[config.mk]
export PLATFORM = sky130hd
export DESIGN_NAME = ysyx_24100012_trap_ctrl
export DESIGN_NICKNAME = d
export VERILOG_FILES = /design/src/rtl/ysyx_24100012_trap_ctrl_pkg.sv /design/src/rtl/ysyx_24100012_mstatus_upd.sv /design/src/rtl/ysyx_24100012_trap_ctrl.sv
export SDC_FILE = /design/constraint.sdc
export NUM_CORES = 1
export LEC_CHECK = 0
export CAP_MARGIN = 20
export CORE_ASPECT_RATIO = 1.25
export CORE_UTILIZATION = 33
export DETAILED_ROUTE_END_ITERATION = 7
export HOLD_SLACK_MARGIN = 0.05
export PLACE_DENSITY = 0.89
export SLEW_MARGIN = 10
export SYNTH_ARGS = -nofsm -noshare
export SYNTH_HDL_FRONTEND = slang
export SYNTH_SLANG_ARGS = --single-unit
[constraint.sdc]
create_clock -name clk -period 2.29 [get_ports clk]
set_input_delay 0.3435 -clock clk [delete_from_list [all_inputs] [get_ports clk]]
set_output_delay 0.3435 -clock clk [all_outputs]
set_load 0.02 [all_outputs]
[src/rtl/ysyx_24100012_trap_ctrl_pkg.sv]
// Shared constants, kind/state encodings and cause lookup for the trap sequencer.
// TRAP_MTVAL_EN adds the TVAL state to the state enum.
package ysyx_24100012_trap_ctrl_pkg;

    localparam logic [11:0] CSR_MSTATUS = 12'h300;
    localparam logic [11:0] CSR_MTVEC   = 12'h305;
    localparam logic [11:0] CSR_MEPC    = 12'h341;
    localparam logic [11:0] CSR_MCAUSE  = 12'h342;
    localparam logic [11:0] CSR_MTVAL   = 12'h343;

    localparam logic [3:0] CAUSE_ILLEGAL = 4'd2;
    localparam logic [3:0] CAUSE_EBREAK  = 4'd3;
    localparam logic [3:0] CAUSE_ECALL   = 4'd11;

    localparam int MSTATUS_MIE    = 3;
    localparam int MSTATUS_MPIE   = 7;
    localparam int MSTATUS_MPP_LO = 11;
    localparam int MSTATUS_MPP_HI = 12;

    typedef enum logic [1:0] {
        KIND_ECALL   = 2'b00,
        KIND_EBREAK  = 2'b01,
        KIND_MRET    = 2'b10,
        KIND_ILLEGAL = 2'b11
    } trapKind_e;

    typedef enum logic [2:0] {
        ST_IDLE,
        ST_EPC,
        ST_CAUSE,
`ifdef TRAP_MTVAL_EN
        ST_TVAL,
`endif
        ST_STATUS,
        ST_VEC,
        ST_MRET,
        ST_RET
    } trapState_e;

    // MRET never reaches the cause state; it maps to 0 only for completeness.
    function automatic logic [3:0] causeCode(input trapKind_e kind);
        case (kind)
            KIND_ECALL:   causeCode = CAUSE_ECALL;
            KIND_EBREAK:  causeCode = CAUSE_EBREAK;
            KIND_ILLEGAL: causeCode = CAUSE_ILLEGAL;
            default:      causeCode = 4'd0;
        endcase
    endfunction

endpackage

[src/rtl/ysyx_24100012_mstatus_upd.sv]
// Combinational mstatus rewrite for trap entry (isReturn=0) and MRET (isReturn=1).
module ysyx_24100012_mstatus_upd
    import ysyx_24100012_trap_ctrl_pkg::*;
#(
    parameter int DATA_WIDTH = 32
) (
    input  logic [DATA_WIDTH-1:0] oldStatus,
    input  logic                  isReturn,
    output logic [DATA_WIDTH-1:0] newStatus
);

    always_comb begin
        newStatus = oldStatus;
        newStatus[MSTATUS_MPP_HI:MSTATUS_MPP_LO] = 2'b11;
        if (isReturn) begin
            newStatus[MSTATUS_MIE]  = oldStatus[MSTATUS_MPIE];
            newStatus[MSTATUS_MPIE] = 1'b1;
        end else begin
            newStatus[MSTATUS_MPIE] = oldStatus[MSTATUS_MIE];
            newStatus[MSTATUS_MIE]  = 1'b0;
        end
    end

endmodule

[src/rtl/ysyx_24100012_trap_ctrl.sv]
// Trap/MRET sequencer issuing one CSR access per cycle and a one-cycle PC redirect.
// Optional macro TRAP_MTVAL_EN adds an mtval write between mcause and mstatus.
module ysyx_24100012_trap_ctrl
    import ysyx_24100012_trap_ctrl_pkg::*;
#(
    parameter int DATA_WIDTH = 32,
    parameter int IDX_WIDTH  = 12
) (
    input  logic                  clk,
    input  logic                  rst,
    input  logic                  trap_valid,
    output logic                  trap_ready,
    input  logic [1:0]            trap_kind,
    input  logic [DATA_WIDTH-1:0] trap_pc,
    input  logic [DATA_WIDTH-1:0] trap_tval,
    output logic                  csr_wen,
    output logic [IDX_WIDTH-1:0]  csr_widx,
    output logic [DATA_WIDTH-1:0] csr_wdata,
    output logic [IDX_WIDTH-1:0]  csr_ridx,
    input  logic [DATA_WIDTH-1:0] csr_rdata,
    output logic                  redirect_valid,
    output logic [DATA_WIDTH-1:0] redirect_pc
);

    localparam logic [DATA_WIDTH-1:0] ALIGN_MASK = ~DATA_WIDTH'(3);

    // Handshake: a request transfers on a rising edge where trap_valid && trap_ready;
    // trap_ready is high only in IDLE and inputs are don't-care otherwise.
    trapState_e            state;
    trapState_e            stateNext;
    trapKind_e             latKind;
    logic [DATA_WIDTH-1:0] latPc;
    logic                  accept;
    logic                  statusRet;
    logic [DATA_WIDTH-1:0] statusNew;

`ifdef TRAP_MTVAL_EN
    logic [DATA_WIDTH-1:0] latTval;
`else
    logic                  unusedTval;
    assign unusedTval = ^trap_tval;
`endif

    assign accept = trap_valid && trap_ready;

    always_ff @(posedge clk) begin
        if (rst) begin
            state   <= ST_IDLE;
            latKind <= KIND_ECALL;
            latPc   <= '0;
`ifdef TRAP_MTVAL_EN
            latTval <= '0;
`endif
        end else begin
            state <= stateNext;
            if (accept) begin
                latKind <= trapKind_e'(trap_kind);
                latPc   <= trap_pc;
`ifdef TRAP_MTVAL_EN
                latTval <= trap_tval;
`endif
            end
        end
    end

    ysyx_24100012_mstatus_upd #(
        .DATA_WIDTH(DATA_WIDTH)
    ) u_mstatus_upd (
        .oldStatus(csr_rdata),
        .isReturn (statusRet),
        .newStatus(statusNew)
    );

    always_comb begin
        stateNext      = state;
        trap_ready     = 1'b0;
        csr_wen        = 1'b0;
        csr_widx       = '0;
        csr_wdata      = '0;
        csr_ridx       = '0;
        redirect_valid = 1'b0;
        redirect_pc    = '0;
        statusRet      = 1'b0;
        case (state)
            ST_IDLE: begin
                trap_ready = 1'b1;
                if (trap_valid) begin
                    stateNext = (trapKind_e'(trap_kind) == KIND_MRET) ? ST_MRET : ST_EPC;
                end
            end
            ST_EPC: begin
                csr_wen   = 1'b1;
                csr_widx  = IDX_WIDTH'(CSR_MEPC);
                csr_wdata = latPc & ALIGN_MASK;
                stateNext = ST_CAUSE;
            end
            ST_CAUSE: begin
                csr_wen   = 1'b1;
                csr_widx  = IDX_WIDTH'(CSR_MCAUSE);
                csr_wdata = DATA_WIDTH'(causeCode(latKind));
`ifdef TRAP_MTVAL_EN
                stateNext = ST_TVAL;
`else
                stateNext = ST_STATUS;
`endif
            end
`ifdef TRAP_MTVAL_EN
            ST_TVAL: begin
                csr_wen   = 1'b1;
                csr_widx  = IDX_WIDTH'(CSR_MTVAL);
                csr_wdata = (latKind == KIND_ILLEGAL) ? latTval : '0;
                stateNext = ST_STATUS;
            end
`endif
            ST_STATUS: begin
                csr_ridx  = IDX_WIDTH'(CSR_MSTATUS);
                csr_wen   = 1'b1;
                csr_widx  = IDX_WIDTH'(CSR_MSTATUS);
                csr_wdata = statusNew;
                stateNext = ST_VEC;
            end
            ST_VEC: begin
                // Direct mode only: mtvec mode bits are dropped.
                csr_ridx       = IDX_WIDTH'(CSR_MTVEC);
                redirect_valid = 1'b1;
                redirect_pc    = csr_rdata & ALIGN_MASK;
                stateNext      = ST_IDLE;
            end
            ST_MRET: begin
                statusRet = 1'b1;
                csr_ridx  = IDX_WIDTH'(CSR_MSTATUS);
                csr_wen   = 1'b1;
                csr_widx  = IDX_WIDTH'(CSR_MSTATUS);
                csr_wdata = statusNew;
                stateNext = ST_RET;
            end
            ST_RET: begin
                csr_ridx       = IDX_WIDTH'(CSR_MEPC);
                redirect_valid = 1'b1;
                redirect_pc    = csr_rdata & ALIGN_MASK;
                stateNext      = ST_IDLE;
            end
            default: stateNext = ST_IDLE;
        endcase
    end

endmodule

==> impl_metrics.toml, run 1 <==
[status]
outcome = "complete, no violations"

[min_path]
min_path_type = "flip-flop to flip-flop"

[clock_tree]
cts_root_buf = "clkbuf_8"
clock_latency_ps = 280
cts_max_path_buffers = 2
holdBufCountCts = 0
cts_made_buffers = 5
cts_max_level = 2
clkSlewWorstSetupHoldPaths_ps = 70
clock_sinks = 35
tritoncts = "done"

[timing]
drv_slew = 0
fmax_ghz = 0.455
finalCritPeriodShare_pct = 95.9
fin_ws_ps = 92.8
timing.final.hold_violations = 0
setup_viol = 0
holdWs_ps = 458
period_minus_slack_ps = 2200
rsz0062_at_grt = "false"
clock_skew_ps = 4.39
tns_ps = 0

[floorplan]
initial_core_util_pct = 34.8
die_w_um = 72.8
die-area_sq_um = 6580
die_height_um = 90.5
ios = 192
rows = 31
core_region_area_sq_um = 5930

[yosys]
ys_types = 27
syn-instance-count = 268
syn_avg_cell_area_sq_um = 7.71
ys_ff_latch = 35
yosysWarnings = 0
netlist_area_sq_um = 2070
synth.yosys.seq_area_share_pct = 33.9

[routing]
route.vias.total = 2240
drt_iter0_markers = 86
drtPass1Iterations = 4
route.detailed.wl_per_inst_um = 13.0
ant_nets = 0
vias_per_cell = 4.59
totalWireLength_um = 6340
drc = 0

[global_routing]
grt_pass1_vias = 2053
grt_use_met2_pct = 35.7
met1_usage_pct = 21.4
use_met3_pct = 4.35
groute.usage.overall_pct = 19.2
grt-busiest-layer = "met2"
antenna_found_initial = 0
grt_max_degree = 36
grt_pass1_wl_um = 9900
gr-total-overflow = 0

[worst_setup_path]
path_max_fanout = 22
worstPathCellList = "nor2b_2 > buf_4 > and2_1 > clkdlybuf4s50_1"
critPathRequiredTime_ps = 1950
worst_setup_path_end_kind = "output pin"
cp_slowest_cell = "clkdlybuf4s50_1"
cp_data_arrival_time_ps = 1850
crit_path_max_incr_delay_ps = 600
crit_type = "flip-flop to output pin"
crit_path_start_kind = "flip-flop"

[place]
port_buffers = 141
dp_hpwl_um = 4910
dpl-instance-area_sq_um = 3470
placed_cells = 480
pre_cts_slack_ps = 126
place.gp.congestion = 0.742

[final_layout]
fin_area_sq_um = 3550
area.growth.synth_to_final_pct = 72.0
antenna_cells = 0
final_cells = 488
drive_gt1_share_pct = 7.64
nets = 506

[flow_run]
max_cap_viol_count = 0

[pwr]
p_leak_uw = 0.00162
p_per_area_nw_per_um2 = 499
ir_drop_mv = 0.419
worst paths after layout:
path	from	endpoint	slack [ps]	cells after the start
max	state[2]	redirect_pc[30]	90	4
min	latPc[24]	latPc[24]	460	2
max reg2reg	state[2]	latPc[18]	710	5
min reg2reg	latPc[24]	latPc[24]	460	2
state kept, by name, indices dropped and copies added (netlist names):
signal	count
state	3
latKind	2
latPc	30
Yosys cell counts (all sizes together):
| cell | count | area, sq um |
|---|---|---|
| nor4 | 1 | 6.26 |
| o32a | 1 | 10.0 |
| or4b | 1 | 10.0 |
| buf | 34 | 262 |
| a21o | 2 | 15.0 |
| or2 | 1 | 6.26 |
| xor2 | 1 | 8.76 |
| inv | 3 | 11.3 |
| o2bb2ai | 2 | 17.5 |
| nor4b | 1 | 23.8 |
| conb | 1 | 3.75 |
| and2 | 33 | 206 |
| nor2b | 4 | 25.0 |
| nand2 | 68 | 255 |
| clkbuf | 8 | 30.0 |
| xnor2 | 1 | 8.76 |
| nand3b | 1 | 7.51 |
| dfxtp | 35 | 701 |
| a22o | 26 | 228 |
| a21oi | 35 | 183 |
| nand2b | 3 | 18.8 |
| nor2 | 3 | 11.3 |
| o22ai | 2 | 12.5 |
| nor3 | 1 | 5.00 |
area by class of cell:
| class | count | area [sq um] |
|---|---|---|
| fill | 551 | 2380 |
| sequential | 35 | 702 |
| tap | 82 | 103 |
| inverter | 3 | 11.3 |
| clock inverter | 1 | 7.51 |
| multi-input combinational | 203 | 1120 |
| clock buffer | 7 | 96.3 |
| timing repair buffer | 157 | 1510 |
cells by family after synthesis:
kind of cell              Yosys count  share of synthesized area (%)
buffers and inverters              45                           14.7
and+or+nand+nor                   117                           27.9
xor gates and xnor gates            2                          0.848
other                               1                          0.182
DFF                                35                           33.9
AOI/OAI and AO/OA                  68                           22.5
power breakdown:
group,total [uW],leakage [uW],internal (uW),switching [uW]
clock,493,0.0000505,274,220
combinational,592,0.00128,288,304
sequential,686,0.000287,656,29.9
stage by stage:
step | utilization, % | power [uW]
2_1_floorplan | - | 1050
3_3_place_gp | 58.5 | 1300
3_5_place_dp | 58.5 | 1310
4_1_cts | 59.7 | 1790
5_1_grt | 59.9 | 1870
6_report | 59.9 | 1770
repair_timing:
| item | in CTS | in global routing |
|---|---|---|
| setup buffers | 0 | 0 |
| setup endpoints to repair | 33 | 4 |
| gates resized for setup | 35 | 4 |
worst max-delay path: cells and delay by family, from the launching register on:
kind	cells	cell delay, ps
AND/OR/NAND/NOR	2	340
buffers and inverters	2	830
flip-flops	1	400
per-layer routing:
metal  share of wire [%]  wire length [um]
met5                   0                 0
met4                 1.0                65
met3                 6.2               392
met2                  54              3440
met1                  39              2450
cell usage in the layout (no fill, tap or decap), types with 3 or more instances in the layout:
cell type          n
buf_4             14
conb_1            16
a22o_1            26
dfxtp_1           34
and2_1            33
clkdlybuf4s50_1  105
dlymetal6s2s_1     4
nand2_1           68
clkbuf_8           7
a21oi_1           33
nor2b_1            3
dlygate4sd2_1     32
inv_1              3
nand2b_1           3
(Power assumes the default switching activity.)
==> run 2, diff against run 1 <==
CORE_UTILIZATION = 28   (was 33)
PLACE_DENSITY = unset   (was 0.89)
PLACE_DENSITY_LB_ADDON = 0.1   (was unset)
clock period = 2 ns   (was 2.29 ns; I/O delays follow)
==> run 2 against run 1 <==
Compared with the run above:
- via count rose by 0.63%
- sequential share of layout area fell by 0.37 points
- combinational power is 15% higher
- register-to-register slack worse by 380 ps
- final area rose by 2.1%
- critical path depth grew 2
- sequential cell count did not move
- setup slack worse by 7.7 ps
- worst hold slack lost 1.1 ps
- clock skew is 3.4 ps higher
- critical path type unchanged
- largest cell class unchanged
==> impl_metrics.toml, run 2 (synthesized netlist as in run 1, its figures left out) <==
[status]
outcome = "complete, no violations"

[global_routing]
grt_max_degree = 36
antenna_found_initial = 0
met1_usage_pct = 18.6
gr-total-overflow = 0
use_met3_pct = 3.08
grt_use_met2_pct = 31.8
grt-busiest-layer = "met2"
groute.usage.overall_pct = 16.9
grt_pass1_vias = 2115
grt_pass1_wl_um = 10300

[timing]
tns_ps = 0
setup_viol = 0
timing.final.hold_violations = 0
finalCritPeriodShare_pct = 95.7
fmax_ghz = 0.522
drv_slew = 0
clock_skew_ps = 7.76
fin_ws_ps = 85.1
period_minus_slack_ps = 1910

[floorplan]
core_region_area_sq_um = 7060
rows = 34
initial_core_util_pct = 29.3
die_height_um = 98.0
die-area_sq_um = 7730
ios = 192
die_w_um = 78.8

[final_layout]
area.growth.synth_to_final_pct = 75.6
nets = 514
antenna_cells = 0
largest_register_ffs = 30
drive_gt1_share_pct = 16.7
fin_area_sq_um = 3630
final_common_cell = "nand2_1"
final_cell_mix = "68 x nand2_1, 66 x clkdlybuf4s50_1, 33 x a21oi_1, 33 x dfxtp_1, 32 x and2_1"
final_cells = 504
fillers = 736
regMostFlops = "latPc"
top_regs = "latPc (30), state (3), latKind (2)"

[worst_setup_path]
crit_type = "flip-flop to output pin"
worst_setup_path_end_kind = "output pin"
critPathBufInv = 3
path_common_cell = "buf_4"
path_max_fanout = 5
cp_slowest_cell = "dlygate4sd2_1"
crit_path_start_kind = "flip-flop"
cp_data_arrival_time_ps = 1610
crit_family = "buffers and inverters"
critPathRequiredTime_ps = 1700
crit_path_max_incr_delay_ps = 330
worstPathCellList = "buf_4 > nand2b_1 > buf_4 > o22ai_1 > and2_1 > dlygate4sd2_1"

[pwr]
ir_drop_mv = 0.279
p_per_area_nw_per_um2 = 585
p_leak_uw = 0.00161

[place]
dpl-instance-area_sq_um = 3540
place.gp.congestion = 0.709
placed_cells = 496
pre_cts_slack_ps = -113
port_buffers = 141
dp_hpwl_um = 4930

[flow_run]
max_cap_viol_count = 0

[clock_tree]
cts_max_level = 2
post-cts-setup-buffers = 0
clock_sinks = 35
holdBufCountCts = 0
clock_latency_ps = 280
cts_max_path_buffers = 2
cts_made_buffers = 5
clkSlewWorstSetupHoldPaths_ps = 70
tritoncts = "done"
cts_root_buf = "clkbuf_8"

[routing]
vias_per_cell = 4.47
drtPass1Iterations = 4
route.vias.total = 2254
drc = 0
ant_nets = 0
route.detailed.wl_per_inst_um = 12.9
totalWireLength_um = 6520
drt_iter0_markers = 47

[min_path]
min_path_type = "flip-flop to flip-flop"
[run 2: area by class of cell]
type                            count  area, sq um  share of cell area, %
Inverter                            3         11.3                  0.310
Clock buffer                        6         82.6                   2.28
Sequential cell                    35          703                   19.4
Timing Repair Buffer              165         1550                   42.8
Tap cell                           90          113                   3.10
Multi-Input combinational cell    203         1130                   31.2
Clock inverter                      2         35.0                  0.966
[run 2: path summary, 6_finish.rpt]
path / start / end / depth (start not counted) / slack (ps)
setup / recovery: state[2] / csr_wdata[7] / 6 / 90
hold / removal: latPc[11] / latPc[11] / 2 / 460
setup reg to reg: state[0] / latPc[26] / 6 / 330
hold reg to reg: latPc[11] / latPc[11] / 2 / 460
[run 2: per-stage QoR]
step | utilization, % | hold WS, ps | power, uW
final | 51.4 | 457 | 2120
after global routing | 51.4 | 478 | 2240
after CTS | 51.4 | 460 | 2160
after detailed placement | 50.1 | 449 | 1530
after global placement | 50.1 | 442 | 1520
after floorplan | - | 436 | 1200
[run 2: routing by layer]
layer,up-vias,wire length (um)
met5,-,0
met4,0,57
met1,1022,2560
li1,1147,-
met3,5,384
met2,80,3520
[run 2: report_power, final]
group / internal [uW] / total [uW] / leakage, uW / switching (uW)
Combinational: 325 / 679 / 0.00126 / 354
Sequential: 751 / 782 / 0.000288 / 30.3
Clock: 403 / 659 / 0.0000612 / 256
[run 2: timing repair]
item                                    in CTS  in global routing
hold endpoints to repair                     0                  0
endpoints found under the setup margin      74                 53
resized for setup                          123                 43
gates cloned                                 0                  0
[run 2: worst min-delay path, cell delays in order (launching register included)]
cell and delay, ps:
dfxtp_1 310, nand2_1 50, a21oi_1 50
==> run 3, diff against run 2 <==
MAX_ROUTING_LAYER = met4   (was unset)
==> run 3 against run 2 <==
Compared with the run above:
- sequential power is essentially flat
- sequential cell count stayed put
- power about the same
- worst hold slack is essentially flat
- largest power group unchanged
- via count about the same
- setup slack is essentially flat
- count of clock-buffer cells in the layout unchanged
- clock power about the same
- critical endpoint unchanged
- final cell count is the same
- final area down 0.10%
- combinational power is essentially flat
- core utilization shrank 0.053 points
==> impl_metrics.toml, run 3 (synthesized netlist as in run 1, its figures left out) <==
[status]
outcome = "complete, no violations"

[floorplan]
initial_core_util_pct = 29.3
rows = 34
die_height_um = 98.0
die-area_sq_um = 7730
ios = 192
core_region_area_sq_um = 7060
die_w_um = 78.8

[clock_tree]
cts_max_path_buffers = 2
cts_max_level = 2
clock_latency_ps = 280
holdBufCountCts = 0
cts_made_buffers = 5
clkSlewWorstSetupHoldPaths_ps = 70
tritoncts = "done"
clock_sinks = 35
cts_root_buf = "clkbuf_8"

[worst_setup_path]
cp_data_arrival_time_ps = 1610
path_max_fanout = 5
r2r-end = "latPc[26]"
crit_path_start_kind = "flip-flop"
cp_num_cells = 6
crit_path_max_incr_delay_ps = 330
worst_setup_path_end_kind = "output pin"
rrSetupSlack_ps = 330
worstPathCellList = "buf_4 > nand2b_1 > buf_4 > o22ai_1 > and2_1 > dlygate4sd2_1"
crit_end = "csr_wdata[7]"
crit_type = "flip-flop to output pin"
crit_family = "buffers and inverters"
reg2reg_depth = 6
critPathRequiredTime_ps = 1700
r2r_start = "state[0]"
critPathBufInv = 3
setup.worst_path.start = "state[2]"
cp_slowest_cell = "dlygate4sd2_1"
path_common_cell = "buf_4"

[pwr]
p_per_area_nw_per_um2 = 585
p_leak_uw = 0.00161
power_uw = 2120
ir_drop_mv = 0.279

[global_routing]
groute.usage.overall_pct = 17.4
grt_pass1_wl_um = 10300
gr-total-overflow = 0
grt_max_degree = 36
antenna_found_initial = 0
grt_pass1_vias = 2120

[final_layout]
area.growth.synth_to_final_pct = 75.4
largest_register_ffs = 30
final_cell_mix = "68 x nand2_1, 66 x clkdlybuf4s50_1, 33 x a21oi_1, 33 x dfxtp_1, 32 x and2_1"
final_common_cell = "nand2_1"
regMostFlops = "latPc"
antenna_cells = 0
fillers = 738
multi_input_comb_area_sq_um = 1130
nets = 514
register_area_sq_um = 703
drive_gt1_share_pct = 16.9
top_regs = "latPc (30), state (3), latKind (2)"

[routing]
drc = 0
totalWireLength_um = 6540
ant_nets = 0
drtPass1Iterations = 4
route.detailed.wl_per_inst_um = 13.0
drt_iter0_markers = 54
route.vias.total = 2256
vias_per_cell = 4.48

[timing]
period_minus_slack_ps = 1910
fin_ws_ps = 85.1
finalCritPeriodShare_pct = 95.7
drv_slew = 0
clock_skew_ps = 7.72
holdWs_ps = 457
fmax_ghz = 0.522
setup_viol = 0
timing.final.hold_violations = 0
rsz0062_at_grt = "true"

[place]
place.gp.congestion = 0.717
port_buffers = 141
dp_hpwl_um = 4930
pre_cts_slack_ps = -113

[flow_run]
max_cap_viol_count = 0

[min_path]
min_path_type = "flip-flop to flip-flop"
-- run 3: changes by cell type in the layout (fill, tap and decap cells not counted), sizes merged --
cell,previous run,this run
dlygate4sd2,21,20
clkbuf,14,15
-- run 3: worst min path at each step --
stage                     start        end  slack [ps]  depth (start not counted)
floorplan           trap_pc[10]  latPc[10]         440                          2
global placement      latPc[24]  latPc[24]         440                          2
detailed placement    latPc[14]  latPc[14]         450                          2
CTS                   latPc[14]  latPc[14]         460                          2
global route           latPc[4]   latPc[4]         480                          2
finish                latPc[11]  latPc[11]         460                          2
-- run 3: cell type report --
type                    instances  share of cell area [%]
clock buffers                   6                    2.28
clock inverters                 2                   0.967
inverters                       3                   0.311
multi-input cells             203                    31.2
flip-flops and latches         35                    19.4
well taps                      90                    3.11
repair buffers                165                    42.7
-- run 3: what timing repair did --
action	4_1_cts	5_1_grt
resized for setup	123	45
buffers inserted	0	0
hold endpoints to repair	0	0
endpoints found under the setup margin	74	53
-- run 3: per-stage QoR --
step                cells  util [%]  TNS (ps)  area, sq um
CTS                   504      51.4     -1.11         3630
global placement      496      50.1     -1080         3540
global route          504      51.3     -78.1         3620
floorplan             283         -         0         2120
finish                504      51.3         0         3620
detailed placement    496      50.1     -1870         3540
-- run 3: power by group --
part	switching, uW	internal [uW]	total (uW)	leakage (uW)
Combinational	354	325	680	0.00126
Clock	256	403	659	0.0000612
Sequential	30.3	751	782	0.000288
-- run 3: worst register-to-register path: cells and delay by family, from the launching register on --
family                 cells  cell delay, ps
buffers and inverters      3             530
DFF                        1             340
and+or+nand+nor            2             620
AOI/OAI and AO/OA          1              60
-- run 3: layer usage --
layer,global-route usage (%),vias up,part of all wire [%],routed length [um]
met5,-,-,0,0
met4,5.45,0,0.84,55
met3,2.90,5,5.6,367
met2,31.8,80,54,3520
met1,18.8,1023,40,2590
li1,-,1148,-,-
